$ cat config.mk
export PLATFORM = sky130hd
export DESIGN_NAME = multicycle_control_flat
export DESIGN_NICKNAME = d
export VERILOG_FILES = /design/src/rtl/multicycle_control_if.sv /design/src/rtl/multicycle_control.sv /design/src/flat_wrapper.sv
export SDC_FILE = /design/constraint.sdc
export NUM_CORES = 1
export LEC_CHECK = 0
export BUFFER_PORTS_ARGS = -buffer_cell sky130_fd_sc_hd__buf_2
export CAP_MARGIN = 20
export CORE_MARGIN = 2
export CORE_UTILIZATION = 29
export CTS_CLUSTER_DIAMETER = 150
export DETAILED_ROUTE_END_ITERATION = 16
export PLACE_DENSITY = 0.63
export SLEW_MARGIN = 40
export SYNTH_ARGS = -nofsm -noshare
export SYNTH_HDL_FRONTEND = slang
export SYNTH_SLANG_ARGS = --single-unit
$ cat constraint.sdc
create_clock -name clk -period 1.54 [get_ports clk]
set_clock_uncertainty 0.05 [all_clocks]
set_input_delay 0.308 -clock clk [delete_from_list [all_inputs] [get_ports clk]]
set_output_delay 0.308 -clock clk [all_outputs]
set_load 0.02 [all_outputs]
$ cat src/rtl/multicycle_control_if.sv
// Memory handshake bundle between the multi-cycle control unit and the
// instruction / data memories. The control unit is the master: it raises
// the requests and the write qualifier, the memories answer with acks.
interface multicycle_control_if;
  logic imem_req;
  logic imem_ack;
  logic dmem_req;
  logic dmem_ack;
  logic dmem_we;

  modport master (
    output imem_req,
    output dmem_req,
    output dmem_we,
    input  imem_ack,
    input  dmem_ack
  );

  modport slave (
    input  imem_req,
    input  dmem_req,
    input  dmem_we,
    output imem_ack,
    output dmem_ack
  );
endinterface

$ cat src/rtl/multicycle_control.sv
// Multi-cycle FSM control unit for the reduced RISC-V core.
// Sequences FETCH/DECODE/EXEC/MEM/WB per instruction, drives the datapath
// strobes, runs the imem/dmem handshakes, times out stalled data accesses
// and parks in a sticky TRAP state until reset.
// Optional feature macro: BRANCH_EXT_EN (adds BLT/BGE using the lt flag).
module multicycle_control #(
  parameter int ALU_CTRL_W  = 3,
  parameter int MEM_TIMEOUT = 15
) (
  input  logic                  clk,
  input  logic                  rst_n,
  multicycle_control_if.master  mem_bus,
  input  logic [6:0]            opcode,
  input  logic [2:0]            funct3,
  input  logic [6:0]            funct7,
  input  logic                  eq,
  input  logic                  lt,
  output logic                  ir_write,
  output logic                  reg_write,
  output logic [ALU_CTRL_W-1:0] alu_ctrl,
  output logic                  alu_src,
  output logic [1:0]            imm_src,
  output logic [1:0]            result_src,
  output logic                  pc_write,
  output logic                  pc_src,
  output logic                  trap,
  output logic [1:0]            trap_cause
);

  localparam logic [6:0] OPC_OP     = 7'b0110011;
  localparam logic [6:0] OPC_OPIMM  = 7'b0010011;
  localparam logic [6:0] OPC_LOAD   = 7'b0000011;
  localparam logic [6:0] OPC_STORE  = 7'b0100011;
  localparam logic [6:0] OPC_BRANCH = 7'b1100011;
  localparam logic [6:0] OPC_JAL    = 7'b1101111;

  localparam logic [1:0] CAUSE_ILLEGAL = 2'b01;
  localparam logic [1:0] CAUSE_TIMEOUT = 2'b10;

  // Counter only has to reach MEM_TIMEOUT-1; keep at least one bit so a
  // disabled timeout still elaborates cleanly.
  localparam int CNT_W = (MEM_TIMEOUT > 1) ? $clog2(MEM_TIMEOUT) : 1;
  localparam logic [CNT_W-1:0] CNT_LIMIT =
    CNT_W'((MEM_TIMEOUT > 0) ? (MEM_TIMEOUT - 1) : 0);

  typedef enum logic [2:0] {
    S_FETCH  = 3'd0,
    S_DECODE = 3'd1,
    S_EXEC   = 3'd2,
    S_MEM    = 3'd3,
    S_WB     = 3'd4,
    S_TRAP   = 3'd5
  } state_t;

  state_t           state_reg, state_next;
  logic [CNT_W-1:0] wait_cnt_reg, wait_cnt_next;
  logic             trap_reg, trap_next;
  logic [1:0]       cause_reg, cause_next;

  logic             fetch_req, data_req, data_we;
  logic             legal, branch_f3_ok, branch_taken, timeout_hit;
  logic [2:0]       alu_code;
  logic             is_store, is_load;

  assign mem_bus.imem_req = fetch_req;
  assign mem_bus.dmem_req = data_req;
  assign mem_bus.dmem_we  = data_we;

  assign is_store = (opcode == OPC_STORE);
  assign is_load  = (opcode == OPC_LOAD);

  // Zero MEM_TIMEOUT means a data access may stall forever.
  assign timeout_hit = (MEM_TIMEOUT != 0) && (wait_cnt_reg == CNT_LIMIT);

`ifdef BRANCH_EXT_EN
  // Branch condition from the ALU flags, BEQ/BNE/BLT/BGE.
  always_comb begin
    branch_f3_ok = 1'b0;
    branch_taken = 1'b0;
    case (funct3)
      3'b000: begin branch_f3_ok = 1'b1; branch_taken = eq;  end
      3'b001: begin branch_f3_ok = 1'b1; branch_taken = !eq; end
      3'b100: begin branch_f3_ok = 1'b1; branch_taken = lt;  end
      3'b101: begin branch_f3_ok = 1'b1; branch_taken = !lt; end
      default: ;
    endcase
  end

  logic unused_inputs;
  assign unused_inputs = &{1'b0, funct7[6], funct7[4:0]};
`else
  // Branch condition from the ALU flags, BEQ/BNE only.
  always_comb begin
    branch_f3_ok = 1'b0;
    branch_taken = 1'b0;
    case (funct3)
      3'b000: begin branch_f3_ok = 1'b1; branch_taken = eq;  end
      3'b001: begin branch_f3_ok = 1'b1; branch_taken = !eq; end
      default: ;
    endcase
  end

  // lt only matters for the extended branches.
  logic unused_inputs;
  assign unused_inputs = &{1'b0, funct7[6], funct7[4:0], lt};
`endif

  // Decode legality of the instruction currently in the IR.
  always_comb begin
    legal = 1'b0;
    case (opcode)
      OPC_OP, OPC_OPIMM, OPC_JAL: legal = 1'b1;
      OPC_LOAD, OPC_STORE:        legal = (funct3 == 3'b010);
      OPC_BRANCH:                 legal = branch_f3_ok;
      default:                    legal = 1'b0;
    endcase
  end

  // ALU operation for OP / OP-IMM; only register-register OP can select SUB.
  always_comb begin
    alu_code = 3'd0;
    case (funct3)
      3'b000: alu_code = ((opcode == OPC_OP) && funct7[5]) ? 3'd1 : 3'd0;
      3'b111: alu_code = 3'd2;
      3'b110: alu_code = 3'd3;
      3'b100: alu_code = 3'd4;
      3'b010: alu_code = 3'd5;
      3'b001: alu_code = 3'd6;
      3'b101: alu_code = 3'd7;
      default: alu_code = 3'd0;
    endcase
  end

  // State, wait counter and sticky trap registers.
  always_ff @(posedge clk or negedge rst_n) begin
    if (!rst_n) begin
      state_reg    <= S_FETCH;
      wait_cnt_reg <= '0;
      trap_reg     <= 1'b0;
      cause_reg    <= 2'b00;
    end else begin
      state_reg    <= state_next;
      wait_cnt_reg <= wait_cnt_next;
      trap_reg     <= trap_next;
      cause_reg    <= cause_next;
    end
  end

  // Next-state logic; acks are only honoured in the state that waits on them.
  always_comb begin
    state_next    = state_reg;
    trap_next     = trap_reg;
    cause_next    = cause_reg;
    // Cleared everywhere outside MEM, so every MEM entry starts from zero.
    wait_cnt_next = (state_reg == S_MEM) ? wait_cnt_reg + 1'b1 : '0;
    case (state_reg)
      S_FETCH: begin
        if (mem_bus.imem_ack) state_next = S_DECODE;
      end
      S_DECODE: begin
        if (legal) begin
          state_next = S_EXEC;
        end else begin
          state_next = S_TRAP;
          trap_next  = 1'b1;
          cause_next = CAUSE_ILLEGAL;
        end
      end
      S_EXEC: begin
        case (opcode)
          OPC_LOAD, OPC_STORE:  state_next = S_MEM;
          OPC_OP, OPC_OPIMM:    state_next = S_WB;
          default:              state_next = S_FETCH;
        endcase
      end
      S_MEM: begin
        // An ack on the limit cycle still completes the access.
        if (mem_bus.dmem_ack) begin
          state_next = is_store ? S_FETCH : S_WB;
        end else if (timeout_hit) begin
          state_next = S_TRAP;
          trap_next  = 1'b1;
          cause_next = CAUSE_TIMEOUT;
        end
      end
      S_WB:    state_next = S_FETCH;
      S_TRAP:  state_next = S_TRAP;
      default: state_next = S_FETCH;
    endcase
  end

  // Datapath strobes; everything is held low while reset is asserted.
  always_comb begin
    fetch_req  = 1'b0;
    ir_write   = 1'b0;
    data_req   = 1'b0;
    data_we    = 1'b0;
    reg_write  = 1'b0;
    alu_ctrl   = '0;
    alu_src    = 1'b0;
    imm_src    = 2'd0;
    result_src = 2'd0;
    pc_write   = 1'b0;
    pc_src     = 1'b0;
    trap       = rst_n & trap_reg;
    trap_cause = rst_n ? cause_reg : 2'b00;
    if (rst_n) begin
      case (state_reg)
        S_FETCH: begin
          fetch_req = 1'b1;
          ir_write  = mem_bus.imem_ack;
        end
        S_EXEC: begin
          case (opcode)
            OPC_OP: begin
              alu_ctrl = ALU_CTRL_W'(alu_code);
            end
            OPC_OPIMM: begin
              alu_ctrl = ALU_CTRL_W'(alu_code);
              alu_src  = 1'b1;
            end
            OPC_LOAD, OPC_STORE: begin
              alu_src = 1'b1;
              imm_src = is_store ? 2'd1 : 2'd0;
            end
            OPC_BRANCH: begin
              alu_ctrl = ALU_CTRL_W'(3'd1);
              imm_src  = 2'd2;
              pc_write = 1'b1;
              pc_src   = branch_taken;
            end
            OPC_JAL: begin
              imm_src    = 2'd3;
              reg_write  = 1'b1;
              result_src = 2'd2;
              pc_write   = 1'b1;
              pc_src     = 1'b1;
            end
            default: ;
          endcase
        end
        S_MEM: begin
          data_req = 1'b1;
          data_we  = is_store;
          pc_write = is_store & mem_bus.dmem_ack;
        end
        S_WB: begin
          reg_write  = 1'b1;
          result_src = is_load ? 2'd1 : 2'd0;
          pc_write   = 1'b1;
        end
        default: ;
      endcase
    end
  end

endmodule

$ cat src/flat_wrapper.sv
// flat-port wrapper written by rule: the top's interface ports become plain ports
module multicycle_control_flat 
#(
  parameter int ALU_CTRL_W  = 3,
  parameter int MEM_TIMEOUT = 15
)
  (clk, rst_n, opcode, funct3, funct7, eq, lt, ir_write, reg_write, alu_ctrl, alu_src, imm_src, result_src, pc_write, pc_src, trap, trap_cause, mem_bus_imem_req, mem_bus_dmem_req, mem_bus_dmem_we, mem_bus_imem_ack, mem_bus_dmem_ack);
  multicycle_control_if mem_bus_i ();
  input  logic clk;
  input  logic rst_n;
  input  logic [6:0] opcode;
  input  logic [2:0] funct3;
  input  logic [6:0] funct7;
  input  logic eq;
  input  logic lt;
  output logic ir_write;
  output logic reg_write;
  output logic [ALU_CTRL_W-1:0] alu_ctrl;
  output logic alu_src;
  output logic [1:0] imm_src;
  output logic [1:0] result_src;
  output logic pc_write;
  output logic pc_src;
  output logic trap;
  output logic [1:0] trap_cause;
  output wire logic [$bits(mem_bus_i.imem_req)-1:0] mem_bus_imem_req;
  output wire logic [$bits(mem_bus_i.dmem_req)-1:0] mem_bus_dmem_req;
  output wire logic [$bits(mem_bus_i.dmem_we)-1:0] mem_bus_dmem_we;
  input wire logic [$bits(mem_bus_i.imem_ack)-1:0] mem_bus_imem_ack;
  input wire logic [$bits(mem_bus_i.dmem_ack)-1:0] mem_bus_dmem_ack;
  assign mem_bus_imem_req = mem_bus_i.imem_req;
  assign mem_bus_dmem_req = mem_bus_i.dmem_req;
  assign mem_bus_dmem_we = mem_bus_i.dmem_we;
  assign mem_bus_i.imem_ack = mem_bus_imem_ack;
  assign mem_bus_i.dmem_ack = mem_bus_dmem_ack;
  multicycle_control #(.ALU_CTRL_W(ALU_CTRL_W), .MEM_TIMEOUT(MEM_TIMEOUT)) u_core (.clk(clk), .rst_n(rst_n), .mem_bus(mem_bus_i), .opcode(opcode), .funct3(funct3), .funct7(funct7), .eq(eq), .lt(lt), .ir_write(ir_write), .reg_write(reg_write), .alu_ctrl(alu_ctrl), .alu_src(alu_src), .imm_src(imm_src), .result_src(result_src), .pc_write(pc_write), .pc_src(pc_src), .trap(trap), .trap_cause(trap_cause));
endmodule
After elaboration in Yosys (flattened, before gate mapping)
Index checks and enable logic that the tools add are counted.

Add/subtract/negate cells: 1. Multiply operators: 0. Divide/modulo/power cells: 0. Magnitude comparators: 0. Equality and inequality tests: 23. Shifts and indexed selects: 0. Muxes and demuxes: 53. Bitwise operators: 2. Reductions and logical operators: 13.

Operators with widths (count): $mux 1 (24); $mux 3 (7); $pmux 3 s7 (1); $eq 3x3->1 const B (6); $mux 2 (8); $pmux 3 s5 (1); $eq 7x6->1 const B (2); $eq 7x7->1 const B (2); $pmux 3 s2 (2); $eq 3x2->1 const B (3); $pmux 1 s2 (4); $pmux 2 s2 (2); $reduce_or 2->1 (4); $eq 7x2->1 const B (1); $eq 7x5->1 const B (1); $eq 3x1->1 const B (2); $logic_not 3->1 (2); $ne 2x2->1 const B (3); $pmux 1 s3 (2); $pmux 2 s3 (1); $reduce_or 3->1 (2); $add 4x1->4 const B (1); $eq 4x4->1 const B (1); $mux 4 (1); other kinds (8) (9).

Register bits after elaboration: 10. Latch bits: 0. Bits in writable memories: 0. ROM bits: 0. Input bits: 23. Output and inout port bits: 18. Word-level logic and storage cells: 96. Memories: 0.

Logic depth before layout (Yosys ltp)
Gate-level depths: netlist (run 1).

Word-level depth: 7. Gate-level depth with buffers: 6.

Worst setup path before layout (run 1)
OpenSTA, ideal clock, no wires.

Path kind: reg-to-output. Start: reg u_core.state_reg[2]. End: out pc_write. Data arrival time: 1.632 ns. Required time: 1.182 ns. Slack: -0.450 ns. Cell stages (with the launch flop): 5. Path buffers: 0. Cell sequence: dfrtp_1 and4bb_2 nand4_1 a21oi_1 a221o_1.

Longest elaborated chain between the ends: 3.

Ends and longest elaborated chain: start: declaration (RTL line multicycle_control.sv:55) `state_t state_reg, state_next;`; start signal: assignment (RTL line multicycle_control.sv:142) `state_reg <= state_next;`; $eq 3x3->1 / $eq 3x2->1 (equally long branches) (RTL line multicycle_control.sv:208) `case (state_reg)`; $pmux 1 s3 * (RTL line multicycle_control.sv:208); $mux 1 * (RTL line multicycle_control.sv:207) `if (rst_n) begin`; end: declaration (RTL line flat_wrapper.sv:22) `output logic pc_write;`.

Mark *: on every way between the ends. The rest lies on a longest branch, timed or not.

Worst setup path after layout (run 1)
Start: reg u_core.state_reg[0]. End: out pc_write.

Same word-level chain as after synthesis.

==> results of run 1 <==
cell families (layout without fill, tap and decap cells):
| logic type | count (synthesis) | count (layout) | synth area share |
|---|---|---|---|
| mux | 1 | 1 | 0.0117 |
| fa+ha+maj | 2 | 2 | 0.0291 |
| buf+inv | 6 | 82 | 0.0437 |
| simple gates | 59 | 59 | 0.417 |
| flops | 10 | 10 | 0.292 |
| xor+xnor | 4 | 4 | 0.0408 |
| compound gates | 21 | 21 | 0.166 |
synth_stat cells (2+ instances only):
cell type / count / area (um^2)
nor4_1: 3 / 18.8
dfrtp_1: 10 / 250
o21ai_0: 6 / 30.0
nor2_1: 14 / 52.6
nor2b_1: 4 / 25.0
nand2_1: 10 / 37.5
buf_4: 2 / 15.0
inv_1: 3 / 11.3
nand3_1: 5 / 25.0
a31oi_1: 2 / 12.5
and3_1: 2 / 12.5
a21oi_1: 5 / 25.0
ha_1: 2 / 25.0
and2_1: 5 / 31.3
xor2_1: 3 / 26.3
o21a_1: 2 / 15.0
area by class of cell:
| class | count | area (um^2) | area share |
|---|---|---|---|
| clock buffer | 4 | 36.3 | 0.0222 |
| inverter | 3 | 11.3 | 0.00690 |
| multi-input combinational | 87 | 706 | 0.433 |
| sequential | 10 | 250 | 0.153 |
| tap | 31 | 38.8 | 0.0238 |
| timing repair buffer | 75 | 589 | 0.361 |
layer usage:
| metal | wire length (um) | track usage |
|---|---|---|
| met1 | 1150 | 0.187 |
| met2 | 1590 | 0.321 |
| met3 | 120 | 0.0132 |
| met4 | 14 | 0.0598 |
| met5 | 0 | 0 |
worst max-delay path: stages, from the launching register on:
cell and delay, ns:
dfrtp_1 0.38, buf_4 0.13, buf_6 0.12, and3_4 0.15
and2_4 0.16, a221o_1 0.32, buf_6 0.13
where the power goes:
group / internal, mW / switching (mW) / total, mW
sequential: 0.288 / 0.0125 / 0.300
combinational: 0.331 / 0.306 / 0.638
clock: 0.143 / 0.0900 / 0.233
layout by cell type (no fill, tap or decap), drive strengths merged, types with 3 or more instances in the layout:
cell type and n:
nor2b 5, xor2 3, and2 5, a21oi 5, buf 74, nor2 14, o21ai 6, inv 3
clkbuf 4, dfrtp 10, nor4 3, nand2 10, nand3 5
worst max-delay path by stage:
stage,cells past startpoint,to,slack (ns),from
global route,5,pc_write,-0.55,u_core.state_reg[2]$_DFFE_PN0P_
CTS,5,pc_write,-0.46,u_core.state_reg[2]$_DFFE_PN0P_
global placement,6,pc_write,-0.28,opcode[3]
floorplan,4,pc_write,-0.27,u_core.state_reg[2]$_DFFE_PN0P_
detailed placement,6,pc_write,-0.30,opcode[3]
finish,6,pc_write,-0.49,u_core.state_reg[0]$_DFFE_PN0P_
what timing repair did:
action,in CTS,in global routing
pin swaps,5,7
endpoints found under the hold margin,10,0
gates cloned,0,0
endpoints found under the setup margin,15,18
setup buffers,4,9
gates resized for setup,32,25
hold buffers,1,0
through the flow:
step	setup TNS (ns)	instances
detailed placement	-3.22	193
finish	-4.86	210
global placement	-2.88	193
global route	-6.04	210
floorplan	-0.743	103
CTS	-5.62	202
==> impl_metrics.csv, run 1 <==
group,metric,value,unit
status,outcome,"finished, violations left",
status,violations,"negative setup slack",
synth,netlist_area,858,um^2
global_routing,grt_pass1_wl,4420,um
synth,synth.net_count,128,
clock_tree,cts-htree-levels,1,
worst_setup_path,crit_type,"flip-flop to primary output",
global_routing,globalRoute.totalOverflow,0,
detailed_routing,routed_via_density,5.00,
layout,antenna_cells,0,
worst_setup_path,critical_path.reg2reg.endpoint,"u_core.state_reg[0]$_DFFE_PN0P_",
synth,synthesis.area_per_instance,8.33,um^2
sta,slew_headroom,0.774,
worst_setup_path,worst_setup_path_start_kind,"flip-flop",
power,post-layout-total-power,1.17,mW
layout,final_design_area_no_fill,1630,um^2
detailed_routing,drt_drc_violations_left,0,
floorplan,die_x,58.4,um
sta,layout_setup_ws,-0.487,ns
global_routing,antenna_found_initial,0,
power,pwr_density_cell,718,nW/um^2
clock_tree,clk-insertion-delay-late,0.26,ns
worst_setup_path,internal_reg_to_reg_setup_slack,0.07,ns
placement,dp_hpwl,2080,um
clock_tree,cts.path.max_buffers,2,
min_path,min-delay-path-class,"primary input to asynchronous set/reset pin",
layout,area.growth.synth_to_final,90.1,%
placement,dpl_ws,-0.301,ns
global_routing,vias_in_the_first_global_route,1064,
synth,synthDistinctLibCells,41,
floorplan,dieArea,3410,um^2
sta,setup_violations,15,
sta,unrepaired_setup_endpoints_after_global_routing,"yes",
synth,count_of_flip_flops_with_a_built_in_enable_after_synthesis,0,
power,total_leakage_power,0.765,nW
floorplan,core-area,2780,um^2
worst_setup_path,r2r-start,"u_core.state_reg[0]$_DFFE_PN0P_",
detailed_routing,drtIter0Drc,28,
synth,synth-async-reset-ratio,1.00,
sta,timing.hold.ws,0.178,ns
detailed_routing,count_of_vias_placed_by_the_detailed_router,1050,
clock_tree,number_of_buffers_created_by_cts,3,
worst_setup_path,cp-end-kind,"primary output",
placement,place.gp.congestion,0.877,
sta,slew_violations,0,
synth,synth-main-ff-cell,"dfrtp_1",
worst_setup_path,worst_ep_arrival_time,1.67,ns
clock_tree,clock_tree_from_tritoncts,"built",
sta,fmax,0.493,GHz
layout,num-nets-final,205,
power,vdd.ir_drop.worst,0.594,mV
synth,synth_seq_area_share,0.292,
floorplan,num_rows,19,
placement,postPlaceCellArea,1290,um^2
sta,pin_slew_with_the_least_headroom_to_its_limit,0.337,ns
sta,timing.final.crit_share,1.32,
detailed_routing,route.detailed.wl_per_inst,13.7,um
detailed_routing,detail_route.first_pass.iterations,4,
layout,largest_register_ffs,4,
layout,filler_cell_count,256,
global_routing,track_usage,0.166,
placement,io_buffers,33,
worst_setup_path,worst_r2r_path_depth,7,
synth,netlist_instances,103,
synth,flop_and_latch_count_out_of_synthesis,10,
floorplan,floorplan.die.height,58.4,um
floorplan,boundaryPins,41,
clock_tree,post_cts_clock_slew_at_the_launch_and_capture_registers_of_the_worst_setup_and_hold_paths,0.07,ns
layout,post-route-util,0.587,
layout,drive_above_1_share,0.581,
global_routing,grt_max_degree,13,
worst_setup_path,highest_fanout_seen_on_the_critical_path,6,
sta,report.final.hold_viol_count,0,
detailed_routing,detail_route_antenna_nets,0,
worst_setup_path,worst_path_required_time,1.18,ns
detailed_routing,route.final.wire_length,2870,um
clock_tree,cts_root_buf,"clkbuf_4",
synth,ys.warnings.count,0,
flow_run,cap_violations,0,
floorplan,initial_core_util,0.309,
sta,period_minus_slack,2.03,ns
clock_tree,cts_sinks,10,
Power figures use the tool's default switching activity.
==> run 2, diff against run 1 <==
--- a/config.mk
+++ b/config.mk
@@ -8,10 +8,11 @@
 export BUFFER_PORTS_ARGS = -buffer_cell sky130_fd_sc_hd__buf_2
 export CAP_MARGIN = 20
 export CORE_MARGIN = 2
-export CORE_UTILIZATION = 29
+export CORE_UTILIZATION = 40
 export CTS_CLUSTER_DIAMETER = 150
 export DETAILED_ROUTE_END_ITERATION = 16
-export PLACE_DENSITY = 0.63
+export PLACE_DENSITY = 0.8
+export RECOVER_POWER = 100
 export SLEW_MARGIN = 40
 export SYNTH_ARGS = -nofsm -noshare
 export SYNTH_HDL_FRONTEND = slang
==> run 2 against run 1 <==
  * The flow still finishes with violations (negative setup slack)
  * Die area shrank 26%
  * Flip-flop and latch count is the same
  * Combinational power shrank 7.2%
  * Sequential power is essentially flat
  * Count of clock-buffer cells in the layout shrank 1
  * Sequential share of layout area grew 0.91 points
  * Utilization grew 18 points
  * Critical path depth grew 1
  * Cell area shrank 5.6%
  * Cell count shrank 2.9%
  * Critical endpoint unchanged
  * Largest cell class unchanged
  * Highest routed layer unchanged
==> impl_metrics.csv, run 2 (synthesis gave the netlist of run 1 again) <==
group,metric,value,unit
clock_tree,number_of_buffers_created_by_cts,3,
power,vdd.ir_drop.worst,0.474,mV
layout,final_design_area_no_fill,1540,um^2
worst_setup_path,worst_setup_path_start_kind,"flip-flop",
detailed_routing,drtIter0Drc,17,
placement,dpl_ws,-0.283,ns
sta,timing.hold.ws,0.199,ns
detailed_routing,drt_drc_violations_left,0,
layout,largest_register_ffs,4,
clock_tree,post_cts_clock_slew_at_the_launch_and_capture_registers_of_the_worst_setup_and_hold_paths,0.06,ns
sta,layout_setup_ws,-0.473,ns
worst_setup_path,crit_type,"flip-flop to primary output",
clock_tree,cts_sinks,10,
placement,io_buffers,33,
power,pwr_density_cell,697,nW/um^2
sta,slew_violations,0,
status,outcome,"finished, violations left",
sta,period_minus_slack,2.01,ns
global_routing,antenna_found_initial,0,
floorplan,core-area,2000,um^2
layout,drive_above_1_share,0.520,
sta,fin_tns_setup,-5.89,ns
sta,pin_slew_with_the_least_headroom_to_its_limit,0.363,ns
clock_tree,cts-htree-levels,1,
worst_setup_path,worst_ep_arrival_time,1.66,ns
sta,fmax,0.497,GHz
placement,dp_hpwl,1970,um
floorplan,num_rows,16,
layout,num-nets-final,204,
floorplan,initial_core_util,0.429,
flow_run,cap_violations,0,
placement,place.gp.congestion,0.803,
floorplan,die_x,50.3,um
detailed_routing,count_of_vias_placed_by_the_detailed_router,1111,
layout,most_used_cells_in_the_layout_excluding_fill_and_tap_cells,"buf_4, buf_2, buf_6",
sta,setup_violations,19,
clock_tree,clk-insertion-delay-late,0.27,ns
global_routing,globalRoute.totalOverflow,0,
global_routing,track_usage,0.229,
sta,report.final.hold_viol_count,0,
global_routing,vias_in_the_first_global_route,1093,
worst_setup_path,worst_path_required_time,1.18,ns
sta,unrepaired_setup_endpoints_after_global_routing,"yes",
placement,postPlaceCellArea,1270,um^2
clock_tree,clock_tree_from_tritoncts,"built",
layout,post_layout_cell_count,204,
detailed_routing,routed_via_density,5.45,
status,violations,"negative setup slack",
detailed_routing,detail_route_antenna_nets,0,
worst_setup_path,cp-end-kind,"primary output",
worst_setup_path,highest_fanout_seen_on_the_critical_path,2,
clock_tree,cts.path.max_buffers,2,
layout,layout_commonest_cell,"buf_4",
sta,slew_headroom,0.754,
floorplan,floorplan.die.height,50.3,um
min_path,min-delay-path-class,"primary input to asynchronous set/reset pin",
clock_tree,cts_root_buf,"clkbuf_4",
power,total_leakage_power,0.702,nW
global_routing,grt_max_degree,12,
detailed_routing,route.final.wire_length,3230,um
layout,antenna_cells,0,
global_routing,grt_pass1_wl,4420,um
detailed_routing,route.detailed.wl_per_inst,15.8,um
placement,place.detailed.instances,187,
sta,timing.final.crit_share,1.31,
floorplan,dieArea,2530,um^2
floorplan,boundaryPins,41,
detailed_routing,detail_route.first_pass.iterations,4,
layout,area.growth.synth_to_final,79.4,%
-- run 2: per-stage QoR --
step / utilization / total power, mW
6_report: 0.769 / 1.07
3_5_place_dp: 0.636 / 0.738
2_1_floorplan: - / 0.555
5_1_grt: 0.769 / 1.12
4_1_cts: 0.713 / 0.963
3_3_place_gp: 0.636 / 0.720
-- run 2: per-layer routing --
metal	GRT usage	vias up	share of wire
li1	-	526	-
met1	0.226	521	0.35
met2	0.439	44	0.53
met3	0.0238	20	0.039
met4	0.162	0	0.079
met5	0	-	0
-- run 2: layout make-up --
cell class                      count  area, um^2
Sequential cell                    10         250
Timing Repair Buffer               74         554
Fill cell                         141         462
Inverter                            3        11.3
Multi-Input combinational cell     87         668
Tap cell                           27        33.8
Clock buffer                        3        22.5
-- run 2: path summary, 6_finish.rpt --
kind,cells after the start,slack (ns),end,from
min reg2reg,1,0.44,u_core.cause_reg[1]$_DFFE_PN0P_,u_core.cause_reg[1]$_DFFE_PN0P_
min,3,0.20,u_core.state_reg[1]$_DFFE_PN0P_,rst_n
max reg2reg,8,-0.04,u_core.state_reg[2]$_DFFE_PN0P_,u_core.state_reg[2]$_DFFE_PN0P_
max,7,-0.47,pc_write,u_core.state_reg[2]$_DFFE_PN0P_
max in group asynchronous,4,0.78,u_core.state_reg[0]$_DFFE_PN0P_,rst_n
min in group clk,1,0.44,u_core.cause_reg[1]$_DFFE_PN0P_,u_core.cause_reg[1]$_DFFE_PN0P_
-- run 2: what timing repair did --
action,CTS,global route
gates resized for setup,30,22
buffers inserted,4,11
setup endpoints to repair,15,22
hold buffers,1,0
endpoints found under the hold margin,10,0
pin swaps,4,5
-- run 2: power by group --
group / internal [mW] / switching (mW) / total [mW]
clock network: 0.0904 / 0.0884 / 0.179
logic: 0.281 / 0.310 / 0.592
registers: 0.288 / 0.0151 / 0.303
-- run 2: critical path, stage by stage, from the launching register on --
cell and delay [ns]:
dfrtp_1 0.35, buf_4 0.13, buf_6 0.09, nor2b_4 0.03, and3_4 0.15, and2_4 0.16, a221o_1 0.33, buf_6 0.14
